### src/rtl/pc_target_table.sv
// rtl/pc_target_table.sv - branch target table with absolute/PC-relative entries
// Clears itself after reset, then serves registered lookups with write-through bypass.
module pc_target_table #(
   parameter int D  = 12,
   parameter int AW = 5
) (
   input  logic          Clk,
   input  logic          Reset_n,
   input  logic          wr_en,
   input  logic [AW-1:0] wr_addr,
   input  logic [D-1:0]  wr_data,
   input  logic          wr_rel,
   input  logic          rd_req,
   input  logic [AW-1:0] rd_addr,
   input  logic [D-1:0]  pc_in,
   output logic [D-1:0]  target,
   output logic          rd_valid,
   output logic          miss,
   output logic          busy
);

   localparam int DEPTH = 2**AW;

   typedef enum logic {INIT, READY} state_t;

   state_t        state, state_nx;
   logic [AW-1:0] clr_idx, clr_idx_nx;

   // entry layout: {valid, rel, value}
   logic [D+1:0]  mem [DEPTH];

   logic          mem_we;
   logic [AW-1:0] mem_waddr;
   logic [D+1:0]  mem_wdata;
   logic          rd_fire;
   logic [D+1:0]  rd_entry;
   logic [D-1:0]  lookup;

   always_ff @(posedge Clk or negedge Reset_n) begin
      if (!Reset_n) begin
         state   <= INIT;
         clr_idx <= '0;
      end else begin
         state   <= state_nx;
         clr_idx <= clr_idx_nx;
      end
   end

   always_comb begin
      state_nx   = state;
      clr_idx_nx = clr_idx;
      mem_we     = 1'b0;
      mem_waddr  = wr_addr;
      mem_wdata  = {1'b1, wr_rel, wr_data};
      rd_fire    = 1'b0;
      busy       = 1'b0;
      case (state)
         INIT: begin
            busy       = 1'b1;
            mem_we     = 1'b1;
            mem_waddr  = clr_idx;
            mem_wdata  = '0;
            clr_idx_nx = clr_idx + AW'(1);
            if (&clr_idx)
               state_nx = READY;
         end
         READY: begin
            mem_we  = wr_en;
            rd_fire = rd_req;
         end
      endcase
   end

   always_ff @(posedge Clk) begin
      if (mem_we)
         mem[mem_waddr] <= mem_wdata;
   end

   // a same-address write in the lookup cycle wins over the stored entry
   always_comb begin
      rd_entry = mem[rd_addr];
      if (wr_en && (wr_addr == rd_addr))
         rd_entry = {1'b1, wr_rel, wr_data};
      if (!rd_entry[D+1])
         lookup = '0;
      else if (rd_entry[D])
         lookup = pc_in + rd_entry[D-1:0];
      else
         lookup = rd_entry[D-1:0];
   end

   always_ff @(posedge Clk or negedge Reset_n) begin
      if (!Reset_n) begin
         rd_valid <= 1'b0;
         target   <= '0;
         miss     <= 1'b0;
      end else begin
         rd_valid <= rd_fire;
         if (rd_fire) begin
            target <= lookup;
            miss   <= ~rd_entry[D+1];
         end
      end
   end

endmodule

### config.mk
export PLATFORM = sky130hd
export DESIGN_NAME = pc_target_table
export DESIGN_NICKNAME = d
export VERILOG_FILES = /design/src/rtl/pc_target_table.sv
export SDC_FILE = /design/constraint.sdc
export NUM_CORES = 1
export LEC_CHECK = 0
export BUFFER_PORTS_ARGS = -buffer_cell sky130_fd_sc_hd__buf_2
export CAP_MARGIN = 20
export CORE_ASPECT_RATIO = 0.6
export CORE_MARGIN = 3
export CORE_UTILIZATION = 45
export DETAILED_ROUTE_END_ITERATION = 7
export PLACE_DENSITY = 0.66
export SYNTH_ARGS = -nofsm -noshare
export SYNTH_HDL_FRONTEND = slang
export SYNTH_SLANG_ARGS = --single-unit
### constraint.sdc
create_clock -name Clk -period 3 [get_ports Clk]
set_clock_uncertainty 0.2 [all_clocks]
set_input_delay 0.3 -clock Clk [delete_from_list [all_inputs] [get_ports Clk]]
set_output_delay 0.3 -clock Clk [all_outputs]
set_load 0.02 [all_outputs]
==> results of run 1 <==
==> per-stage QoR <==
step / setup TNS (ns) / utilization, % / setup WS, ns
floorplan: -3.891 / - / -0.6149
global placement: -8.648 / 51.24 / -0.9556
detailed placement: -8.741 / 51.24 / -1.007
CTS: -1.260 / 54.92 / -0.2588
global route: -3.200 / 55.22 / -0.4621
finish: -1.838 / 55.22 / -0.3310
==> cell usage after synthesis, types with 7 or more instances <==
master and number:
dfrtp_1 20, mux2i_1 41, a31oi_1 7, nand2b_1 8
edfxtp_1 448, buf_6 10, xnor2_1 10, buf_4 7
buf_2 12, nor2_1 54, nand2_1 47, mux4_2 88
and2_1 15, ha_1 13, o21ai_0 8, mux4_1 24
a22oi_1 14, inv_1 10, a21oi_1 13, nand3_1 13
o22ai_1 10, nor2b_1 8
==> power groups by stage <==
| stage | Sequential [mW] | Clock, mW | Combinational [mW] |
|---|---|---|---|
| final | 7.22 | 5.52 | 1.42 |
| after global routing | 7.22 | 5.87 | 1.52 |
| after CTS | 7.22 | 5.60 | 1.35 |
| after detailed placement | 7.36 | 0 | 1.30 |
| after global placement | 7.37 | 0 | 1.29 |
| after floorplan | 7.41 | 0 | 0.685 |
==> routing by layer <==
layer	GRT usage [%]	up-vias	share of wire [%]	wire, um
met5	0	-	0	0
met4	3.129	0	1.1	555
met3	6.599	50	12	5857
met2	29.73	519	41	20400
met1	35.12	5603	45	22360
li1	-	4552	-	-
==> critical path, stage by stage, from the launching register on <==
cell      delay [ns]
edfxtp_1        0.38
mux4_2          0.47
mux2i_2         0.20
a22oi_2         0.17
nand3_1         0.13
nand2_2         0.09
ha_4            0.18
inv_2           0.06
fa_2            0.20
nand2b_4        0.14
a21oi_4         0.06
o21ai_4         0.19
a21oi_2         0.08
or4_4           0.44
a31oi_4         0.15
a211oi_2        0.08
==> layout by cell type, fill, tap and decap left out, drive strengths merged, types with 3 or more instances in the layout <==
cell type	netlist	layout
buf	37	259
o22a	3	3
edfxtp	448	448
a22o	3	3
inv	11	11
nand3	13	13
clkinv	1	19
o21ai	12	12
o221ai	3	3
a211oi	5	5
and2	15	15
o41ai	3	3
or3	4	4
clkbuf	5	45
a22oi	15	15
nand2b	8	8
a21o	5	5
bufinv	0	8
nor3b	4	4
xnor2	10	10
nand4	3	3
o22ai	10	10
mux2i	41	41
dfrtp	20	20
a21oi	13	13
ha	13	13
or2	3	3
nor2b	8	8
nor2	54	54
nor3	6	6
mux2	7	7
nand2	47	47
xor2	3	3
mux4	112	112
a31oi	8	8
==> worst max path at each step <==
stage	start	end	slack, ns	cells after the start
6_report	mem[16][0]	target[10]	-0.33	15
5_1_grt	mem[16][0]	target[10]	-0.46	15
2_1_floorplan	rd_addr[0]	target[10]	-0.61	20
4_1_cts	mem[16][0]	target[10]	-0.26	15
3_3_place_gp	rd_addr[0]	target[9]	-0.96	16
3_5_place_dp	rd_addr[0]	target[9]	-1.01	16
==> state kept, by name (all words and copies together) (netlist names) <==
register,cells
clr_idx,5
rd_valid,1
state,1
mem,448
miss,1
target,12
==> what timing repair did <==
item / CTS / global route
hold endpoints to repair: 23 / 0
cloned: 0 / 1
pin swaps: 21 / 12
setup endpoints to repair: 9 / 9
setup buffers: 1 / 2
gates resized for setup: 35 / 14
hold buffers: 2 / 0
==> cell type report <==
type	count	area, um^2	area share [%]
Multi-Input combinational cell	453	5161	22.21
Clock inverter	27	332.8	1.432
Clock buffer	44	1037	4.463
Timing Repair Buffer	262	1998	8.597
Sequential cell	468	13950	60.04
Tap cell	570	713.2	3.068
Inverter	12	45.04	0.1938
==> cells by family after synthesis <==
logic type,Yosys count,share of synthesized area [%]
adder cells (fa/ha/maj),14,0.9467
AND/OR/NAND/NOR,172,4.195
XOR/XNOR,13,0.5900
flip-flops,468,72.31
buffers and inverters,56,2.334
AO/OA/AOI/OAI,94,3.553
multiplexers,160,16.07
==> impl_metrics.ini, run 1 <==
[run_status]
status = finished with violations
violations = negative setup slack

[timing]
worst_slew_pin_slew_ns = 0.7810
period_minus_slack_ns = 3.331
finalWorstSetupSlack_ns = -0.3310
finalSetupViolCount = 8
timing.fmax_ghz = 0.3002
slew_headroom_pct = 47.39
final_max_slew_viol_count = 0
finalHoldViolations = 0
finalCritPeriodShare_pct = 111.0
whs_ns = 0.04135
rsz0062_at_grt = true

[worst_setup_path]
worstPathRequired_ns = 3.23
reg2reg_from = mem[16][0]
worst-r2r-setup-slack_ns = -0.33
cp-start-kind = register
rr_worst_depth = 15
r2r_end = target[10]
path_max_fanout = 3
crit_path_end_kind = register
cp.arrival_ns = 3.57
criticalPathCategory = register to register

[pwr]
p_comb_share_pct = 10.0
power_frac_clock_pct = 39.0
p_int_mw = 11.02
p_total_mw = 14.16
peakVddDrop_mv = 0.4522
swShare_pct = 22.20
power_density_nw_per_um2 = 609.2
p_leak_nw = 7.961
switchingPower_mw = 3.144
seqPwrFrac_pct = 51.0

[grt]
track_usage_pct = 21.78
grt_max_degree = 43
overflow = 0
grt_pass1_vias = 10310
grt_pass1_wl_mm = 71.82
antenna_found_initial = 1

[hold_path]
min-delay-start = pc_in[0]
worstHoldPathCells = 4
hold_path_class = primary input to register
hold_end = target[0]

[place]
gp_congestion = 0.9477
portBuffers = 53
place_area_um2 = 21570
dp_hpwl_mm = 33.25
dpl.cell_count = 1760

[synth]
synth_cells = 977
ys_warn_count = 0
yosysTopAreaCellShare_pct = 69.71
ys_ff_latch = 468
async_flop_share_pct = 4.274
synth_nets = 1030
synthFlopType = edfxtp_1
synth_seq_area_share_pct = 72.31
synth_cell_types = 68
synth_area_leader_cell = edfxtp_1
syn_area_um2 = 19300
synth_area_leaders = edfxtp_1 (70%), mux4_2 (10%), mux4_1 (3.3%), dfrtp_1 (2.6%), mux2i_1 (2.1%)
syn-mean-instance-area_um2 = 19.75
synth_edf_count = 448

[cells_and_area]
diodes = 0
final_cells = 1836
drive_above_1_share_pct = 37.05
nets = 1291
fillCellCount = 3214
design_area_um2 = 23240
syn2layout_area_growth_pct = 20.44

[floorplan]
fp-row-count = 58
die_area_um2 = 45490
ios = 54
initial_utilization_pct = 45.85
die_w_um = 273.3
core-area_um2 = 42090
die_h_um = 166.4

[clock_network]
clkLatencyLatePin_ns = 0.54
cts.clk_slew.worst_paths_ns = 0.07
cts_max_level = 2
cts_root_buffer = clkbuf_16
cts_buffer_depth = 3
numCtsBuffers = 41
cts_tree = done
cts_sinks = 468

[route]
dr.pass1.iters = 5
wl_mm = 49.18
drc_errors = 0
post_drt_wl_per_cell_um = 26.78
drtIter0Drc = 1479
viasPerCell = 5.841
antenna_left = 0
dr_total_vias = 10720

[flow_run]
maxCapViolCount = 0
Power figures use the tool's default switching activity.
==> run 2: changes to the inputs <==
--- a/config.mk
+++ b/config.mk
@@ -10,6 +10,7 @@
 export CORE_ASPECT_RATIO = 0.6
 export CORE_MARGIN = 3
 export CORE_UTILIZATION = 45
+export CTS_BUF_LIST = sky130_fd_sc_hd__clkbuf_8
 export DETAILED_ROUTE_END_ITERATION = 7
 export PLACE_DENSITY = 0.66
 export SYNTH_ARGS = -nofsm -noshare
==> run 2 against run 1 <==
Compared with the run above:
- the run still ends with negative setup slack left
- critical path depth is 1 higher
- cell count is 2.4% higher
- register-to-register slack better by 0.05 ns
- die area stayed put
- non-clock buffer count is 3 higher
- clock power is 13% lower
- first-iteration DRC count is 15% lower
- combinational power hardly changed
- sequential share of layout area is 0.32 points higher
==> impl_metrics.ini, run 2 (synthesis results as in run 1) <==
[cells_and_area]
largest_reg_flops = 448
top_regs = mem x448, target x12, clr_idx x5
nets = 1321
diodes = 0
syn2layout_area_growth_pct = 19.80
utilization_pct = 54.93
design_area_um2 = 23120
drive_above_1_share_pct = 38.02
largest-register = mem
final_common_cell = edfxtp_1
mostFrequentLayoutCells = edfxtp_1 (448), buf_4 (197), mux4_2 (89)

[clock_network]
cts.clk_slew.worst_paths_ns = 0.07
cts_sinks = 468
clkLatencyLatePin_ns = 0.63
cts_root_buffer = clkbuf_8
cts_tree = done
cts_buffer_depth = 3
numCtsBuffers = 68
cts_max_level = 3

[grt]
overflow = 0
grt_max_degree = 43
grt_pass1_vias = 10630
antenna_found_initial = 0
track_usage_pct = 22.17
grt_pass1_wl_mm = 72.42

[pwr]
power_frac_clock_pct = 35.8
power_density_nw_per_um2 = 581.9
p_int_mw = 10.26
seqPwrFrac_pct = 53.7
p_total_mw = 13.45
p_leak_nw = 7.962
peakVddDrop_mv = 0.3978
p_comb_share_pct = 10.5
swShare_pct = 23.74
switchingPower_mw = 3.193

[worst_setup_path]
cp.arrival_ns = 3.58
worstPathRequired_ns = 3.29
r2r_end = target[8]
path_max_fanout = 2
cp-start-kind = register
rr_worst_depth = 16
crit_path_end_kind = register
criticalPathCategory = register to register
reg2reg_from = mem[16][0]
worst-r2r-setup-slack_ns = -0.29

[floorplan]
die_w_um = 273.3
fp-row-count = 58
ios = 54
die_h_um = 166.4
core-area_um2 = 42090
die_area_um2 = 45490
initial_utilization_pct = 45.85

[timing]
rsz0062_at_grt = true
period_minus_slack_ns = 3.285
finalSetupTns_ns = -1.686
timing.fmax_ghz = 0.3044
final_max_slew_viol_count = 0
finalHoldViolations = 0
finalWorstSetupSlack_ns = -0.2854
whs_ns = 0.03293
worst_slew_pin_slew_ns = 0.7589
finalSetupViolCount = 8
finalCritPeriodShare_pct = 109.5
slew_headroom_pct = 48.87

[hold_path]
worstHoldPathCells = 5
hold_path_class = primary input to register
hold_end = target[5]
min-delay-start = wr_data[5]

[route]
dr_total_vias = 10770
post_drt_wl_per_cell_um = 26.40
dr.pass1.iters = 5
wl_mm = 49.63
drtIter0Drc = 1251
antenna_left = 0
viasPerCell = 5.726
drc_errors = 0

[place]
portBuffers = 53
dp_hpwl_mm = 33.25
place_area_um2 = 21570
gp_congestion = 0.9477

[run_status]
violations = negative setup slack
status = finished with violations

[flow_run]
maxCapViolCount = 0
[run 2: power by group through the flow]
| stage | registers, mW | logic (mW) | clock network [mW] |
|---|---|---|---|
| after global placement | 7.37 | 1.29 | 0 |
| after floorplan | 7.41 | 0.685 | 0 |
| after detailed placement | 7.36 | 1.30 | 0 |
| final | 7.23 | 1.41 | 4.81 |
| after global routing | 7.23 | 1.51 | 5.25 |
| after CTS | 7.23 | 1.37 | 4.92 |
[run 2: how the worst max path moves through the flow]
stage,from,endpoint,slack (ns)
3_3_place_gp,rd_addr[0],target[9],-0.96
5_1_grt,mem[16][0],target[8],-0.45
3_5_place_dp,rd_addr[0],target[9],-1.01
6_report,mem[16][0],target[8],-0.29
2_1_floorplan,rd_addr[0],target[10],-0.61
4_1_cts,mem[3][1],target[9],-0.27
[run 2: layout make-up]
type / instances / area (um^2)
clock buffer: 70 / 963.4
clock inverter: 42 / 270.3
fill: 3253 / 18970
inverter: 12 / 45.04
multi-input combinational: 453 / 5149
sequential: 468 / 13950
tap: 570 / 713.2
timing repair buffer: 265 / 2023
[run 2: worst max-delay path: stages, from the launching register on]
cell and delay, ns:
edfxtp_1 0.38, mux4_2 0.47, mux2i_2 0.19, a22oi_2 0.17, nand3_1 0.11, nand2_2 0.09
ha_4 0.17, inv_2 0.05, fa_2 0.19, nand2b_4 0.13, a21oi_2 0.06, o21ai_2 0.19
buf_4 0.15, a21oi_2 0.05, or3_1 0.30, a31oi_1 0.19, a211oi_1 0.10
[run 2: through the flow]
| step | instances | setup WS (ns) |
|---|---|---|
| 2_1_floorplan | 977 | -0.6149 |
| 3_3_place_gp | 1760 | -0.9556 |
| 3_5_place_dp | 1760 | -1.007 |
| 4_1_cts | 1877 | -0.2747 |
| 5_1_grt | 1880 | -0.4456 |
| 6_report | 1880 | -0.2854 |
[run 2: repair_timing]
item                       CTS  global route
buffers inserted             1             2
hold endpoints to repair    25             0
pin swaps                   25            14
resized for setup           42             6
hold buffers                 5             0
setup endpoints to repair    9             9
[run 2: metal layers]
metal | share of wire, % | GRT usage [%] | vias to the layer above
met4 | 1.3 | 4.241 | 2
met2 | 42 | 29.80 | 504
met3 | 12 | 9.256 | 60
met1 | 45 | 33.83 | 5593
li1 | - | - | 4606
met5 | 0.18 | 1.474 | -
